--- config.mk ---
export PLATFORM = sky130hd
export DESIGN_NAME = bip_debug_unit_flat
export DESIGN_NICKNAME = d
export VERILOG_FILES = /design/src/rtl/bip_debug_unit_if.sv /design/src/rtl/bip_debug_unit.sv /design/src/flat_wrapper.sv
export SDC_FILE = /design/constraint.sdc
export NUM_CORES = 1
export LEC_CHECK = 0
export BUFFER_PORTS_ARGS = -buffer_cell sky130_fd_sc_hd__buf_4
export CORE_ASPECT_RATIO = 1.75
export CORE_MARGIN = 10
export CORE_UTILIZATION = 40
export DETAILED_ROUTE_END_ITERATION = 8
export GPL_TIMING_DRIVEN = 1
export PLACE_DENSITY = 0.68
export SYNTH_ARGS = -nofsm -noshare
export SYNTH_HDL_FRONTEND = slang
export SYNTH_SLANG_ARGS = --single-unit
--- constraint.sdc ---
create_clock -name clk -period 6 [get_ports clk]
set_input_delay 0.6 -clock clk [delete_from_list [all_inputs] [get_ports clk]]
set_output_delay 0.6 -clock clk [all_outputs]
set_load 0.01 [all_outputs]
--- src/rtl/bip_debug_unit_if.sv ---
// Byte-level handshake between the bip debug unit and the UART transmitter.
interface bip_debug_unit_if;
  logic       tx_start;
  logic [7:0] tx_data;
  logic       tx_done;

  modport master (output tx_start, output tx_data, input tx_done);
  modport slave  (input tx_start, input tx_data, output tx_done);
endinterface

--- src/rtl/bip_debug_unit.sv ---
// Gates the bip core, counts executed cycles until halt, then streams
// a 7-byte PC/ACC/count snapshot frame to the UART byte transmitter.
module bip_debug_unit #(
  parameter int          PC_W  = 11,
  parameter int          ACC_W = 16,
  parameter logic [7:0]  HDR   = 8'hA5
) (
  input  logic              clk,
  input  logic              reset,
  input  logic              i_halt,
  input  logic [PC_W-1:0]   i_pc,
  input  logic [ACC_W-1:0]  i_acc,
  bip_debug_unit_if.master  tx,
  output logic              o_bip_en,
  output logic              o_busy,
  output logic              o_done
);

  typedef enum logic [2:0] {IDLE, RUN, LOAD, WAIT, DONE} state_e;

  state_e      state_q;
  logic [15:0] cnt_q, pc_q, acc_q;
  logic [2:0]  idx_q;
  logic        bip_en_q, start_q, busy_q, done_q;
  logic [7:0]  data_q;

  logic [15:0] cnt_d;
  logic [2:0]  idx_d;
  logic [7:0]  byte_d;

  // cnt_q doubles as the count snapshot: it stops changing once RUN is left.
  always_comb begin
    cnt_d  = (&cnt_q) ? cnt_q : cnt_q + 16'd1;
    idx_d  = idx_q + 3'd1;
    byte_d = HDR;
    case (idx_d)
      3'd1:    byte_d = pc_q[15:8];
      3'd2:    byte_d = pc_q[7:0];
      3'd3:    byte_d = acc_q[15:8];
      3'd4:    byte_d = acc_q[7:0];
      3'd5:    byte_d = cnt_q[15:8];
      3'd6:    byte_d = cnt_q[7:0];
      default: byte_d = HDR;
    endcase
  end

  always_ff @(posedge clk) begin
    if (!reset) begin
      state_q  <= IDLE;
      cnt_q    <= '0;
      pc_q     <= '0;
      acc_q    <= '0;
      idx_q    <= '0;
      bip_en_q <= 1'b0;
      start_q  <= 1'b0;
      busy_q   <= 1'b0;
      done_q   <= 1'b0;
      data_q   <= '0;
    end else begin
      case (state_q)
        IDLE: begin
          bip_en_q <= 1'b1;
          state_q  <= RUN;
        end
        RUN: begin
          cnt_q <= cnt_d;
          if (i_halt) begin
            pc_q     <= 16'(i_pc);
            acc_q    <= 16'(i_acc);
            bip_en_q <= 1'b0;
            idx_q    <= '0;
            busy_q   <= 1'b1;
            start_q  <= 1'b1;
            data_q   <= HDR;
            state_q  <= LOAD;
          end
        end
        LOAD: begin
          start_q <= 1'b0;
          state_q <= WAIT;
        end
        WAIT: begin
          if (tx.tx_done) begin
            if (idx_q == 3'd6) begin
              busy_q  <= 1'b0;
              done_q  <= 1'b1;
              state_q <= DONE;
            end else begin
              idx_q   <= idx_d;
              data_q  <= byte_d;
              start_q <= 1'b1;
              state_q <= LOAD;
            end
          end
        end
        DONE: state_q <= DONE;
        default: state_q <= IDLE;
      endcase
    end
  end

  assign o_bip_en    = bip_en_q;
  assign o_busy      = busy_q;
  assign o_done      = done_q;
  assign tx.tx_start = start_q;
  assign tx.tx_data  = data_q;

endmodule

--- src/flat_wrapper.sv ---
// flat-port wrapper written by rule: the top's interface ports become plain ports
module bip_debug_unit_flat 
#(
  parameter int          PC_W  = 11,
  parameter int          ACC_W = 16,
  parameter logic [7:0]  HDR   = 8'hA5
)
  (clk, reset, i_halt, i_pc, i_acc, o_bip_en, o_busy, o_done, tx_tx_start, tx_tx_data, tx_tx_done);
  bip_debug_unit_if tx_i ();
  input  logic clk;
  input  logic reset;
  input  logic i_halt;
  input  logic [PC_W-1:0] i_pc;
  input  logic [ACC_W-1:0] i_acc;
  output logic o_bip_en;
  output logic o_busy;
  output logic o_done;
  output wire logic [$bits(tx_i.tx_start)-1:0] tx_tx_start;
  output wire logic [$bits(tx_i.tx_data)-1:0] tx_tx_data;
  input wire logic [$bits(tx_i.tx_done)-1:0] tx_tx_done;
  assign tx_tx_start = tx_i.tx_start;
  assign tx_tx_data = tx_i.tx_data;
  assign tx_i.tx_done = tx_tx_done;
  bip_debug_unit #(.PC_W(PC_W), .ACC_W(ACC_W), .HDR(HDR)) u_core (.clk(clk), .reset(reset), .i_halt(i_halt), .i_pc(i_pc), .i_acc(i_acc), .tx(tx_i), .o_bip_en(o_bip_en), .o_busy(o_busy), .o_done(o_done));
endmodule
==> results.md, run 1 <==
- Status: finished clean
- Crit path time final: 2240 ps
- Row cnt: 41
- EDFF count, synth: 0
- Endpoints failing setup: 0
- Post-DP Area: 0.00327 mm²
- CTS resizes: 0
- Setup crit start kind: register
- # H-tree levels: 3
- Worst Max-Slew Pin Slew: 992 ps
- I/O Pins: 43
- PortBufs: 42
- Worst setup margin: 3760 ps
- Synth warn: 0
- Antenna Cells: 0
- Final core occ: 0.504
- GRT Total Usage: 0.132
- Detailed Place HPWL: 5210 µm
- Top post-synthesis cells by area: dfxtp_1 (42%), nand2_1 (9.6%), a21boi_0 (9.0%), a21oi_1 (2.7%), ha_1 (2.6%)
- Final nets: 410
- Crit path max fanout: 19
- Synth Instances: 338
- Post-route cell area: 0.00362 mm²
- PwrDens: 307 mW/mm²
- Layout Skew: 4.82 ps
- Flop pwr share: 0.392
- Register area share after synthesis: 0.417
- Leak pwr: 1.39 nW
- Setup bufs post-CTS: 0
- Slew margin rel.: 0.338
- Fin cells: 464
- Die width: 84.7 µm
- Post-CTS Hold Fix Bufs: 0
- Switching pwr: 245 µW
- Via count: 2521
- GR Overflow Total: 0
- Syn Area/Cell: 8.66 µm²
- Die Y: 133 µm
- Yosys top cell area share: 0.417
- GPL Wtd Cong: 0.848
- Aggregate negative setup slack: 0 ps
- Synth-to-layout area growth: 23.6%
- Worst-path clk slew: 50 ps
- Fin. max-slew vios: 0
- MaxCap Viol Count: 0
- Clk buf depth: 2
- WP data arrival: 2470 ps
- Clk pwr share: 0.537
- Core Region: 0.00718 mm²
- Antenna violations before repair: 0
- Share of cells above drive strength 1: 0.190
- #FFs+latches synth: 61
- Sw Share: 0.220
- Primary FF master, synth: dfxtp_1
- Hold Path Class: reg -> reg
- Mapped cell area: 0.00293 mm²
- CTS tree: done
- Clock tree root driver cell: clkbuf_16
- Placement Setup Slack: 3780 ps
- Cell internal pwr: 867 µW
- Placed Cells: 448
- Type of the worst setup path: reg -> reg
- Fill cell count: 704
- Post-synth ARST share: 0
- Syn nets: 375
- Peak supply drop: 0.185 mV
- Endpoints failing hold: 0
- CTS Sinks: 61
- Wire per inst: 15.6 µm
- Drt pass-1 iters: 4
- Clk_lat worst skew: 340 ps
- Final wirelength: 7260 µm
- Max Clk Rate: 0.446 GHz
- First DRT Iteration DRCs: 220
- Post-route DRC: 0
- Dominant cell type by area after synthesis: dfxtp_1
- Die ar.: 0.0113 mm²
- TritonCTS Buffers: 9
- Count of cell types in the netlist: 46
- Pin count of the biggest net entering global routing: 64
- Final ANT Viol Nets: 0
- Crit end category: register
- Drt via density: 5.43
- Combinational power share: 0.071
- First-pass GRT wire length: 12300 µm
- Tcrit/Tclk final: 0.374
- Vias in the first global route: 2536
- Worst path required time: 6220 ps
- RSZ-0062 raised after global routing: no
- Initial Util: 0.408
## power by group through the flow
stage | sequential [mW] | combinational, mW | clock [mW]
2_1_floorplan | 0.440 | 0.0481 | 0
3_3_place_gp | 0.444 | 0.0787 | 0
3_5_place_dp | 0.444 | 0.0800 | 0
4_1_cts | 0.436 | 0.0805 | 0.603
5_1_grt | 0.438 | 0.0890 | 0.624
6_report | 0.436 | 0.0792 | 0.597
## worst paths after layout
check,start,end,slack (ps),cells after the start
min,u_core.pc_q[3],u_core.pc_q[3],460,2
min reg2reg,u_core.pc_q[3],u_core.pc_q[3],460,2
max,u_core.idx_q[0],u_core.tx.tx_data[4],3760,6
max reg2reg,u_core.idx_q[0],u_core.tx.tx_data[4],3760,6
## metal layers
layer | wire (µm) | vias up | track usage
met5 | 0 | - | 0
met4 | 186 | 0 | 0.0662
met3 | 243 | 15 | 0.0324
met2 | 3790 | 48 | 0.231
met1 | 3040 | 1187 | 0.143
li1 | - | 1271 | -
## critical path, cell delays in order, from the launching register on
cell and delay, ps:
dfxtp_1 430, ha_1 320, xor2_4 480, mux2_4 350, o31a_4 320, a22oi_1 160, nor2b_1 70
## cells in the mapped netlist, drive strengths merged, types with 5 or more instances
cell    number
clkbuf      12
and2         7
nand2       75
a222oi       7
dfxtp       61
buf          6
ha           6
xor2         8
nor2         6
a21boi      36
nor3         7
nand4        5
a22oi        8
nor2b       10
a21oi       16
nand3        9
or3          6
o21ai       16
## area by class of cell
class,count,area (µm²),share of cell area
clock inverters,7,124,0.0342
flip-flops and latches,61,1220,0.337
well taps,86,108,0.0297
inverters,3,11.3,0.00311
multi-input cells,256,1620,0.446
clock buffers,9,225,0.0622
repair buffers,42,315,0.0871
## cell usage in the layout (no fill, tap or decap), types with 7 or more instances in the layout
| cell type | instances |
|---|---|
| a222oi_1 | 7 |
| o21ai_0 | 15 |
| a21oi_1 | 16 |
| nand2_1 | 75 |
| nor2b_1 | 10 |
| nand3_1 | 8 |
| nor3_1 | 7 |
| a21boi_0 | 35 |
| xor2_1 | 7 |
| a22oi_1 | 8 |
| and2_1 | 7 |
| dfxtp_1 | 61 |
| clkbuf_16 | 9 |
| buf_4 | 42 |
## sequential cells by signal, summed over array words and instances, names as in the netlist
register and count:
u_core.state_q 3, u_core.o_bip_en 1, u_core.tx.tx_data 8, u_core.cnt_q 16, u_core.o_busy 1, u_core.idx_q 3
u_core.pc_q 11, u_core.tx.tx_start 1, u_core.acc_q 16, u_core.o_done 1
## logic make-up after synthesis
group,synth area share
AO/OA/AOI/OAI,0.232
XOR/XNOR,0.0333
adder cells (fa/ha/maj),0.0256
buffers and inverters,0.0312
flip-flops,0.417
multiplexers,0.0235
AND/OR/NAND/NOR,0.237
## through the flow
stage	total power, mW	hold WS [ps]
final	1.11	463
after global routing	1.15	490
after CTS	1.12	467
after detailed placement	0.524	459
after global placement	0.522	453
after floorplan	0.488	441
(Power assumes the default switching activity.)
==> run 2, diff against run 1 <==
PLACE_DENSITY = 0.71   (was 0.68)
clock period = 2.01 ns   (was 6 ns; I/O delays follow)
==> run 2 against run 1 <==
Net effect:
- fmax is 20% higher
- combinational power grew to 3.2 times the previous value
- clock-buffer cell count up 2
==> results.md, run 2 (synthesized netlist as in run 1, its figures left out) <==
- Peak supply drop: 0.592 mV (+220%)
- Detailed Place HPWL: 5540 µm (+6.4%)
- Area of the multi-input gates: 0.00163 mm² (+0.85%)
- PwrDens: 845 mW/mm² (+180%)
- Top Registers: u_core.acc_q x16, u_core.cnt_q x16, u_core.pc_q x11
- MaxCap Viol Count: 0 (unchanged)
- Worst path required time: 2220 ps (-4000 ps)
- R2r startpoint: u_core.idx_q[0]
- Setup crit start kind: register
- Flop pwr share: 0.421 (+0.029)
- Combinational power share: 0.083 (+0.012)
- GRT Total Usage: 0.132 (-0.000640)
- First-pass GRT wire length: 12100 µm (-1.5%)
- Crit path time final: 1870 ps (-371 ps)
- Clk pwr share: 0.496 (-0.041)
- RSZ-0062 raised after global routing: no
- Clock tree root driver cell: clkbuf_16
- Die Y: 133 µm (unchanged)
- # H-tree levels: 3 (unchanged)
- R2R setup slack: 140 ps (-3620 ps)
- Worst min-delay path startpoint: i_acc[4]
- Wire per inst: 15.8 µm (+0.70%)
- Final nets: 419 (+2.2%)
- Hold Path Depth: 3 (+1)
- GPL Wtd Cong: 0.803 (-5.3%)
- Max Clk Rate: 0.535 GHz (+20%)
- R2R cell count: 6 (unchanged)
- Aggregate negative setup slack: 0 ps (unchanged)
- WHS Endpoint: u_core.acc_q[4]
- Type of the worst setup path: reg -> reg
- Antenna Cells: 0 (unchanged)
- Clk buf depth: 2 (unchanged)
- Drt pass-1 iters: 4 (unchanged)
- Tcrit/Tclk final: 0.931 (+0.557)
- TritonCTS Buffers: 9 (unchanged)
- Cell internal pwr: 2.40 mW (+180%)
- Leak pwr: 1.41 nW (+1.7%)
- Layout Skew: 8.87 ps (+4.04 ps)
- Synth-to-layout area growth: 24.7%
- Post-route cell area: 0.00365 mm² (+0.90%)
- Share of cells above drive strength 1: 0.215 (+0.0245)
- Crit path max fanout: 7 (-12)
- Final wirelength: 7440 µm (+2.4%)
- Status: finished clean
- PortBufs: 42 (unchanged)
- Die ar.: 0.0113 mm² (unchanged)
- GR Overflow Total: 0 (unchanged)
- Most common cell after layout, fill and taps aside: nand2_1
- Fin. max-slew vios: 0 (unchanged)
- Vias in the first global route: 2496 (-1.6%)
- First DRT Iteration DRCs: 205 (-6.8%)
- Switching pwr: 687 µW (+180%)
- Via count: 2581 (+2.4%)
- Clk_lat worst skew: 330 ps (about the same)
- Row cnt: 41 (unchanged)
- Worst Max-Slew Pin Slew: 550 ps (-442 ps)
- Pin count of the biggest net entering global routing: 64 (unchanged)
- Post-DP Area: 0.00333 mm² (+1.8%)
- Slew margin rel.: 0.633 (+0.295)
- Antenna violations before repair: 0 (unchanged)
- Initial Util: 0.408 (unchanged)
- Endpoints failing hold: 0 (unchanged)
- Final ANT Viol Nets: 0 (unchanged)
- Hold Path Class: in -> reg
- Core Region: 0.00718 mm² (unchanged)
- Post-route DRC: 0 (unchanged)
- Drt via density: 5.47 (+0.64%)
- Worst-path clk slew: 50 ps (about the same)
- FF+latch area: 0.00122 mm² (unchanged)
- Fill cell count: 738 (+4.8%)
- CTS Sinks: 61 (unchanged)
- Most frequent cells in the layout: nand2_1 (75), dfxtp_1 (61), buf_4 (51)
- I/O Pins: 43 (unchanged)
- Endpoints failing setup: 0 (unchanged)
- Sw Share: 0.223 (+0.00262)
- WP data arrival: 2090 ps (-380 ps)
- CTS tree: done
- Die width: 84.7 µm (unchanged)
- Crit end category: register
- Worst r2r dst: u_core.tx.tx_data[6]
## run 2: cell count changes in the layout (fill, tap and decap cells not counted), sizes merged
cell    before  now
clkinv       3    2
bufinv       3    1
clkbuf       9   11
buf         42   51
## run 2: how the worst max path moves through the flow
| stage | start | endpoint | depth (start not counted) | slack, ps |
|---|---|---|---|---|
| global route | u_core.idx_q[0] | u_core.tx.tx_data[4] | 6 | 10 |
| global placement | u_core.idx_q[0] | u_core.tx.tx_data[6] | 6 | 190 |
| detailed placement | u_core.idx_q[0] | u_core.tx.tx_data[3] | 7 | 70 |
| finish | u_core.idx_q[0] | u_core.tx.tx_data[6] | 6 | 140 |
| floorplan | u_core.idx_q[0] | u_core.tx.tx_data[4] | 6 | 120 |
| CTS | u_core.idx_q[0] | u_core.tx.tx_data[3] | 7 | 70 |
## run 2: cell type report
class / count / area share
clock buffer: 11 / 0.0692
clock inverter: 4 / 0.0130
inverter: 3 / 0.00308
multi-input combinational: 256 / 0.446
sequential: 61 / 0.334
tap: 86 / 0.0295
timing repair buffer: 51 / 0.105
## run 2: metrics by stage
stage	power, mW	instances	util	hold slack, ps	worst slack, ps
2_1_floorplan	1.46	338	-	346	120
3_3_place_gp	1.57	456	0.464	455	189
3_5_place_dp	1.58	456	0.464	459	70.0
4_1_cts	3.12	471	0.506	123	70.0
5_1_grt	3.21	472	0.509	136	13.3
6_report	3.09	472	0.509	132	140
## run 2: timing repair
item                                    4_1_cts  5_1_grt
resized for setup                             0        4
setup buffers                                 0        1
endpoints found under the setup margin        0        8
hold buffers                                  0        0
## run 2: power by group through the flow
stage	Combinational (mW)	Sequential [mW]	Clock, mW
floorplan	0.143	1.31	0
global placement	0.253	1.32	0
detailed placement	0.257	1.32	0
CTS	0.258	1.30	1.56
global route	0.286	1.30	1.63
finish	0.257	1.30	1.53
## run 2: worst max-delay path, cell delays in order, from the launching register on
cell	delay [ps]
dfxtp_1	450
ha_2	290
xor2_4	170
mux2_4	320
o31a_4	320
a22oi_1	150
nor2b_1	60
## run 2: layer usage
layer / global-route usage / up-vias / wire length, µm
met5: 0 / - / 0
met4: 0.0846 / 0 / 233
met3: 0.0299 / 17 / 240
met2: 0.235 / 71 / 4040
met1: 0.131 / 1203 / 2930
li1: - / 1290 / -
==> run 3, diff against run 2 <==
CELL_PAD_IN_SITES_DETAIL_PLACEMENT = 1   (was not set)
CELL_PAD_IN_SITES_GLOBAL_PLACEMENT = 2   (was not set)
CORE_UTILIZATION = 31   (was 40)
PLACE_DENSITY = 0.85   (was 0.71)
==> run 3 against run 2 <==
Net effect:
- sequential share of layout area down 0.60 points
- first-iteration DRC count decreased by 27%
- via count up 1.1%
- critical path depth is the same
- fmax grew 2.2%
- cell count grew 8.1%
- hold slack lost 2.9 ps
- cell area grew 1.9%
- wire length up 16%
- non-clock buffer count is 3 higher
- combinational power is 2% higher
==> results.md, run 3 (synthesized netlist as in run 1, its figures left out) <==
- Status: finished clean
- WP data arrival: 2040 ps (-50 ps)
- Max Clk Rate: 0.547 GHz (+2.2%)
- Antenna violations before repair: 0 (unchanged)
- WHS Endpoint: u_core.pc_q[2]
- Setup crit start kind: register
- Row cnt: 46 (+12%)
- Layout Skew: 5.32 ps (-3.55 ps)
- Synth-to-layout area growth: 27.1%
- Vias in the first global route: 2807 (+12%)
- # H-tree levels: 3 (unchanged)
- Core Region: 0.00915 mm² (+27%)
- Hold Path Class: in -> reg
- PortBufs: 42 (unchanged)
- Crit path time final: 1830 ps (-40.8 ps)
- Die Y: 149 µm (+12%)
- I/O Pins: 43 (unchanged)
- R2R cell count: 6 (unchanged)
- Setup bufs post-CTS: 0 (unchanged)
- First-pass GRT wire length: 14400 µm (+19%)
- Clock tree root driver cell: clkbuf_16
- Pin count of the biggest net entering global routing: 64 (unchanged)
- Die width: 93.5 µm (+10%)
- GRT Total Usage: 0.131 (about the same)
- CTS tree: done
- Final wirelength: 8610 µm (+16%)
- Top Registers: u_core.acc_q x16, u_core.cnt_q x16, u_core.pc_q x11
- RSZ-0062 raised after global routing: no
- Worst-path clk slew: 50 ps (about the same)
- Drt via density: 5.12 (-6.4%)
- Most frequent cells in the layout: nand2_1 (75), dfxtp_1 (60), buf_4 (54)
- Type of the worst setup path: reg -> reg
- Crit end category: register
- Final nets: 422 (+0.72%)
- MaxCap Viol Count: 0 (unchanged)
- Worst min-delay path startpoint: i_pc[2]
- TritonCTS Buffers: 9 (unchanged)
- Die ar.: 0.0139 mm² (+23%)
- Tcrit/Tclk final: 0.910 (-0.0203)
- Initial Util: 0.320 (-0.0877)
- Wire per inst: 16.9 µm (+7.2%)
- Crit path max fanout: 7 (unchanged)
- Leak pwr: 1.43 nW (+1.5%)
- Antenna Cells: 0 (unchanged)
- Post-route cell area: 0.00372 mm² (+1.9%)
- Final ANT Viol Nets: 0 (unchanged)
- Worst Max-Slew Pin Slew: 540 ps (-10.6 ps)
- PwrDens: 846 mW/mm² (+0.12%)
- CTS resizes: 0 (unchanged)
- Worst path required time: 2220 ps (about the same)
- R2r startpoint: u_core.idx_q[1]
- Endpoints failing setup: 0 (unchanged)
- Drt pass-1 iters: 5 (+1)
- CTS Sinks: 61 (unchanged)
- Most common cell after layout, fill and taps aside: nand2_1
- Slew margin rel.: 0.640 (+0.00705)
- Post-CTS Hold Fix Bufs: 0 (unchanged)
- R2R setup slack: 180 ps (+40 ps)
- Post-route DRC: 0 (unchanged)
- Fin. max-slew vios: 0 (unchanged)
- GPL Wtd Cong: 0.838 (+4.4%)
- Clk buf depth: 2 (unchanged)
- Worst r2r dst: u_core.tx.tx_data[4]
- Endpoints failing hold: 0 (unchanged)
- Peak supply drop: 0.478 mV (-19%)
- GR Overflow Total: 0 (unchanged)
- Hold Path Depth: 3 (unchanged)
- Detailed Place HPWL: 6560 µm (+18%)
- Share of cells above drive strength 1: 0.221 (+0.00549)
- Via count: 2610 (+1.1%)
- Aggregate negative setup slack: 0 ps (unchanged)
- First DRT Iteration DRCs: 149 (-27%)
- Clk_lat worst skew: 330 ps (about the same)
- Post-DP Area: 0.00340 mm² (+2.2%)
-- run 3: cell count changes in the layout (fill, tap and decap cells not counted) --
cell / delta
buf_4: +3
ha_1: +1
ha_2: -1
clkbuf_1: +1
nor3b_4: -1
dfxtp_1: -1
clkbuf_8: +1
clkinv_2: -1
nor3b_2: +1
dfxtp_2: +1
-- run 3: worst max-delay path by stage --
stage / from / to / depth (start not counted)
6_report: u_core.idx_q[1] / u_core.tx.tx_data[4] / 6
5_1_grt: u_core.state_q[0] / u_core.cnt_q[14] / 5
4_1_cts: u_core.idx_q[0] / u_core.tx.tx_data[6] / 6
3_5_place_dp: u_core.idx_q[0] / u_core.tx.tx_data[6] / 6
3_3_place_gp: u_core.idx_q[0] / u_core.tx.tx_data[6] / 6
2_1_floorplan: u_core.idx_q[0] / u_core.tx.tx_data[4] / 6
-- run 3: worst max-delay path: stages, from the launching register on --
cell and delay [ps]:
dfxtp_1 400, ha_2 280, xor2_4 180, mux2_4 320, o31a_4 320, a22oi_1 160, nor2b_1 60
-- run 3: layout make-up --
cell class / instances / area [µm²]
multi-input combinational: 256 / 1620
inverter: 3 / 11.3
fill: 1082 / 5430
tap: 120 / 150
timing repair buffer: 54 / 405
clock inverter: 3 / 42.5
sequential: 61 / 1220
clock buffer: 13 / 270
-- run 3: power by group --
group / internal [mW] / total, mW / switching, mW
Clock: 1.06 / 1.59 / 0.530
Sequential: 1.26 / 1.30 / 0.0407
Combinational: 0.127 / 0.261 / 0.134
Total: 2.44 / 3.15 / 0.705
-- run 3: metrics by stage --
stage	setup WS, ps	hold WS, ps	utilization	power [mW]	cells
2_1_floorplan	120	346	-	1.46	338
3_3_place_gp	180	454	0.372	1.58	494
3_5_place_dp	110	462	0.372	1.59	494
4_1_cts	98.4	124	0.406	3.19	510
5_1_grt	10.6	138	0.407	3.27	510
6_report	180	129	0.407	3.15	510
-- run 3: metal layers --
layer  global-route usage  routed length, µm  vias to the layer above
li1                     -                  -                     1291
met1                0.129               3190                     1277
met2                0.249               5010                       33
met3               0.0282                239                        9
met4               0.0628                170                        0
met5                    0                  0                        -
